<file path="src/rtl/qs_spi_pkg.sv">
// rtl/qs_spi_pkg.sv - shared defaults, frame field offsets and FSM states for the quad-stepper SPI link
package qs_spi_pkg;

  localparam int FRAME_BITS_DEFAULT = 64;
  localparam int CLK_DIV_DEFAULT    = 4;

  // Host-to-device: step period in the low word.
  // Device-to-host: count in the high word, position in the low word.
  localparam int STEP_PERIOD_LSB = 0;
  localparam int POSITION_LSB    = 0;
  localparam int COUNT_LSB       = 32;

  typedef enum logic [2:0] {
    IDLE,
    SETUP,
    HIGH,
    LOW,
    GAP
  } spi_state_t;

endpackage

</file>
<file path="src/rtl/spi_phase_timer.sv">
// rtl/spi_phase_timer.sv - reloadable down-counter that times every SPI phase
module spi_phase_timer #(
  parameter int CLK_DIV = 4
) (
  input  logic clk,
  input  logic rst_n,
  input  logic load,
  output logic tc
);

  localparam int W = $clog2(CLK_DIV);
  localparam logic [W-1:0] RELOAD = W'(CLK_DIV - 1);

  logic [W-1:0] cnt;

  // Loading CLK_DIV-1 makes the phase that starts on the load edge last CLK_DIV cycles.
  always_ff @(posedge clk or negedge rst_n) begin
    if (!rst_n) begin
      cnt <= '0;
    end else if (load) begin
      cnt <= RELOAD;
    end else if (cnt != '0) begin
      cnt <= cnt - 1'b1;
    end
  end

  assign tc = (cnt == '0);

endmodule

</file>
<file path="src/rtl/spi_master.sv">
// rtl/spi_master.sv - mode-0 MSB-first SPI initiator exchanging one FRAME_BITS word per transfer
module spi_master
  import qs_spi_pkg::*;
#(
  parameter int FRAME_BITS = FRAME_BITS_DEFAULT,
  parameter int CLK_DIV    = CLK_DIV_DEFAULT
) (
  input  logic                  clk,
  input  logic                  rst_n,
  input  logic                  start,
  input  logic [FRAME_BITS-1:0] tx_data,
  output logic [FRAME_BITS-1:0] rx_data,
  output logic                  busy,
  output logic                  done,
  output logic                  sck,
  output logic                  mosi,
  input  logic                  miso,
  output logic                  ssel
);

  localparam int CW = $clog2(FRAME_BITS + 1);
  localparam logic [CW-1:0] LAST_BIT = CW'(FRAME_BITS);

  // Below 3 the synchronized miso sample would fall before the slave's data settles.
  if (CLK_DIV < 3 || CLK_DIV > 255) begin : g_bad_clk_div
    $error("spi_master: CLK_DIV must be within 3..255");
  end

  logic                  miso_meta;
  logic                  miso_sync;
  spi_state_t            state;
  logic [FRAME_BITS-1:0] tx_shift;
  logic [FRAME_BITS-1:0] rx_shift;
  logic [CW-1:0]         bit_cnt;
  logic                  timer_load;
  logic                  phase_done;

  always_ff @(posedge clk or negedge rst_n) begin
    if (!rst_n) begin
      miso_meta <= 1'b0;
      miso_sync <= 1'b0;
    end else begin
      miso_meta <= miso;
      miso_sync <= miso_meta;
    end
  end

  assign timer_load = (state == IDLE) ? start : phase_done;

  spi_phase_timer #(
    .CLK_DIV (CLK_DIV)
  ) u_phase_timer (
    .clk   (clk),
    .rst_n (rst_n),
    .load  (timer_load),
    .tc    (phase_done)
  );

  always_ff @(posedge clk or negedge rst_n) begin
    if (!rst_n) begin
      state    <= IDLE;
      tx_shift <= '0;
      rx_shift <= '0;
      bit_cnt  <= '0;
      rx_data  <= '0;
      busy     <= 1'b0;
      done     <= 1'b0;
      sck      <= 1'b0;
      mosi     <= 1'b0;
      ssel     <= 1'b1;
    end else begin
      done <= 1'b0;
      case (state)
        IDLE: begin
          if (start) begin
            tx_shift <= tx_data;
            mosi     <= tx_data[FRAME_BITS-1];
            ssel     <= 1'b0;
            busy     <= 1'b1;
            bit_cnt  <= '0;
            state    <= SETUP;
          end
        end
        SETUP: begin
          if (phase_done) begin
            sck   <= 1'b1;
            state <= HIGH;
          end
        end
        HIGH: begin
          // Sample late in the high phase, then present the next bit as sck falls.
          if (phase_done) begin
            rx_shift <= {rx_shift[FRAME_BITS-2:0], miso_sync};
            bit_cnt  <= bit_cnt + 1'b1;
            tx_shift <= {tx_shift[FRAME_BITS-2:0], 1'b0};
            mosi     <= tx_shift[FRAME_BITS-2];
            sck      <= 1'b0;
            state    <= LOW;
          end
        end
        LOW: begin
          if (phase_done) begin
            if (bit_cnt == LAST_BIT) begin
              ssel    <= 1'b1;
              mosi    <= 1'b0;
              rx_data <= rx_shift;
              done    <= 1'b1;
              state   <= GAP;
            end else begin
              sck   <= 1'b1;
              state <= HIGH;
            end
          end
        end
        GAP: begin
          if (phase_done) begin
            busy  <= 1'b0;
            state <= IDLE;
          end
        end
        default: state <= IDLE;
      endcase
    end
  end

endmodule

</file>
<file path="config.mk">
export PLATFORM = sky130hd
export DESIGN_NAME = spi_master
export DESIGN_NICKNAME = d
export VERILOG_FILES = /design/src/rtl/qs_spi_pkg.sv /design/src/rtl/spi_phase_timer.sv /design/src/rtl/spi_master.sv
export SDC_FILE = /design/constraint.sdc
export NUM_CORES = 1
export LEC_CHECK = 0
export CAP_MARGIN = 20
export CORE_MARGIN = 4
export CORE_UTILIZATION = 60
export DETAILED_ROUTE_END_ITERATION = 16
export DONT_BUFFER_PORTS = 1
export PLACE_DENSITY = 0.73
export SKIP_CTS_REPAIR_TIMING = 1
export SYNTH_ARGS = -nofsm -noshare
export SYNTH_HDL_FRONTEND = slang
export SYNTH_SLANG_ARGS = --single-unit
</file>
<file path="constraint.sdc">
create_clock -name clk -period 2.35 [get_ports clk]
set_input_delay 0.47 -clock clk [delete_from_list [all_inputs] [get_ports clk]]
set_output_delay 0.47 -clock clk [all_outputs]
set_load 0.03 [all_outputs]
</file>
==> summary.md <==
| Metric | Value |
|---|---|
| # DRC | `0` |
| GR Layer Usage met2 | `0.301` |
| NumNets Final | `about 700` |
| ANT cells | `0` |
| Largest net degree at the start of global routing | `~210` |
| Antenna Nets Post-Route | `0` |
| Max VDD drop | `between 500 and 600 uV` |
| Die X-Extent | `around 130 um` |
| R2r startpoint | `u_phase_timer.cnt[0]$_DFFE_PN0P_` |
| GPL Wtd Cong | `about 0.8` |
| Synth cell types | `39` |
| Layout Skew | `about 12 ps` |
| Max-slew headroom | `0.655` |
| Grt total ovfl | `0` |
| Clk_lat worst skew | `490 ps` |
| Leakage | `0.00456 uW` |
| Final Max Tran Viols | `0` |
| CTS tree | `done` |
| Die Ht | `around 130 um` |
| Post-Synthesis Cell Area | `a little under 9000 sq um` |
| Setup Crit Path Kind | `register to register` |
| Placement Cell Area | `approximately 9000 sq um` |
| Final Setup Violations | `0` |
| Row count | `43` |
| Fin crit share | `0.887` |
| Synth Net Count | `~700` |
| Final Hold Fails | `around 210` |
| Register Area | `~5300 sq um` |
| Initial Util | `0.623` |
| Number of synthesized flops with an enable pin | `0` |
| Fraction of layout cells with a size suffix above 1 | `0.273` |
| Status | `finished with violations` |
| Fmax | `~0.48 GHz` |
| Violated checks | `negative hold slack` |
| Routed length per instance | `~19 um` |
| Port buffer count | `0` |
| Vias in the first global route | `4,923` |
| Clock Path Buffers | `3` |
| DRT Wirelength | `~15,000 um` |
| Layer with the highest usage | `met2` |
| Final Power | `just over 10,000 uW` |
| Core area | `approximately 14,000 sq um` |
| RSZ-0062 raised after global routing | `false` |
| Critical path launch point type | `register` |
| Slew @ Worst Pin | `between 500 and 600 ps` |
| H-tree depth | `1` |
| Crit path required time | `2720 ps` |
| Layout area overhead | `9.29%` |
| Mean Syn Cell Area | `13.9 sq um` |
| Fill count | `roughly 1,000` |
| Final worst slack | `between 200 and 300 ps` |
| Crit path from | `u_phase_timer.cnt[0]$_DFFE_PN0P_` |
| Main flop type after synthesis | `dfrtp_1` |
| CTS root buffer | `clkbuf_16` |
| Mapped Cells | `about 630` |
| Min Tclk post-route | `about 2100 ps` |
| Final Cell Area | `roughly 9600 sq um` |
| Die Footprint | `16,600 sq um` |
| Max_cap viols | `0` |
| Sink Count | `210` |
| CP Capture Type | `register` |
| M3 GR Usage | `0.0527` |
| Critical path arrival | `between 2000 and 2500 ps` |
| Iter 0 DRT Violations | `around 250` |
| Initial antenna violation count | `0` |
| Min-Delay Path Class | `input pin to async pin` |
| Synth warnings | `0` |
| Via Count | `~4,700` |
| Async S/R FF share, synth | `1.00` |
| #FFs+latches synth | `between 200 and 250` |
| First-pass GRT wire length | `around 25,000 um` |
| Worst hold margin | `-323 ps` |
| Setup_tns | `0 ps` |
| Pwr dens | `1060 nW/um^2` |
| Area occupied by multi-input gates | `around 3200 sq um` |
| Clk slew on worst S/H paths | `approximately 60 ps` |
| GRT Util Overall | `0.188` |
| Critical Path Fanout Max | `54` |
| DP Worst Slack | `~290 ps` |
| CTS Buf Count | `21` |
| Met1 usage | `0.257` |
| Seq/Total Area, Yosys | `0.598` |
| Via/cell ratio | `5.77` |
| Io pins | `~140` |
| DR pass1 iterations | `4` |
| Placed wire-length estimate | `between 9000 and 10,000 um` |
cell families (layout without fill, tap and decap cells):
kind of cell	Yosys count	in the layout	synth area share
mux	191	191	0.249
simple gates	92	92	0.0524
flops	210	210	0.598
buf+inv	48	56	0.0389
xor+xnor	5	5	0.00499
fa+ha+maj	3	3	0.00427
compound gates	83	83	0.0521
per-layer routing:
metal / vias to the layer above / routed length, um
met5: - / 0
met4: 0 / 250
met3: 22 / 1120
met2: 108 / 7490
met1: 2395 / 6540
li1: 2206 / -
flip-flops by register name (all words and copies together), names as in the netlist:
signal,count
rx_data,64
ssel,1
tx_shift,63
bit_cnt,7
mosi,1
miso_meta,1
miso_sync,1
rx_shift,64
u_phase_timer.cnt,2
done,1
state,3
sck,1
busy,1
report_power, final:
group / internal, uW / switching, uW / leakage [uW]
Combinational: 997 / 1040 / 0.00151
Sequential: 4270 / 459 / 0.00271
Clock: 2070 / 1310 / 0.000348
Total: 7330 / 2810 / 0.00456
worst max-delay path, cell delays in order (launching register included):
cell,delay [ps]
dfrtp_1,400
inv_1,70
ha_1,290
nor4bb_4,460
buf_12,310
mux2_2,390
final timing paths:
kind	end	slack, ps	cells past startpoint
hold / removal	tx_shift[17]$_DFFE_PN0P_	-320	0
hold reg to reg	miso_sync$_DFF_PN0_	360	0
setup / recovery	rx_shift[16]$_DFFE_PN0P_	270	5
setup reg to reg	rx_shift[16]$_DFFE_PN0P_	270	5
min in group clk	tx_shift[0]$_DFFE_PN0P_	110	2
max in group asynchronous	ssel$_DFFE_PN1P_	2320	0
cells in the final DEF (no fill, tap or decap), drive strengths merged, types with 5 or more instances in the layout:
cell type	synthesis	layout
dfrtp	209	209
mux2	129	129
nor2	69	69
a21oi	67	67
mux2i	62	62
clkbuf	1	28
buf	40	12
inv	7	8
nand2	7	7
xor2	5	5
o21ai	5	5
cell usage after synthesis, types with 3 or more instances:
master / instances / area share
buf_12: 3 / 0.0068
buf_2: 21 / 0.012
mux2_4: 30 / 0.051
xor2_1: 5 / 0.0050
mux2_2: 90 / 0.12
nor3_1: 3 / 0.0017
nor2_1: 69 / 0.029
nand2_1: 7 / 0.0030
and3_1: 3 / 0.0021
a21oi_1: 66 / 0.038
buf_4: 12 / 0.010
mux2_1: 9 / 0.012
inv_1: 7 / 0.0030
dfrtp_1: 209 / 0.60
o2111ai_1: 4 / 0.0040
mux2i_1: 62 / 0.071
o21ai_1: 3 / 0.0017
ha_1: 3 / 0.0043
per-stage QoR:
step                       util  instances
after floorplan               -        632
after global placement    0.631        783
after detailed placement  0.631        783
after CTS                 0.680        819
after global routing      0.681        820
final                     0.681        820
layout make-up:
class | instances | share of cell area
clock buffer | 28 | 0.0606
clock inverter | 8 | 0.0124
inverter | 7 | 0.00274
multi-input combinational | 374 | 0.332
sequential | 210 | 0.548
tap | 180 | 0.0235
timing repair buffer | 13 | 0.0209
Note: power is estimated with default switching activity, not from simulation.
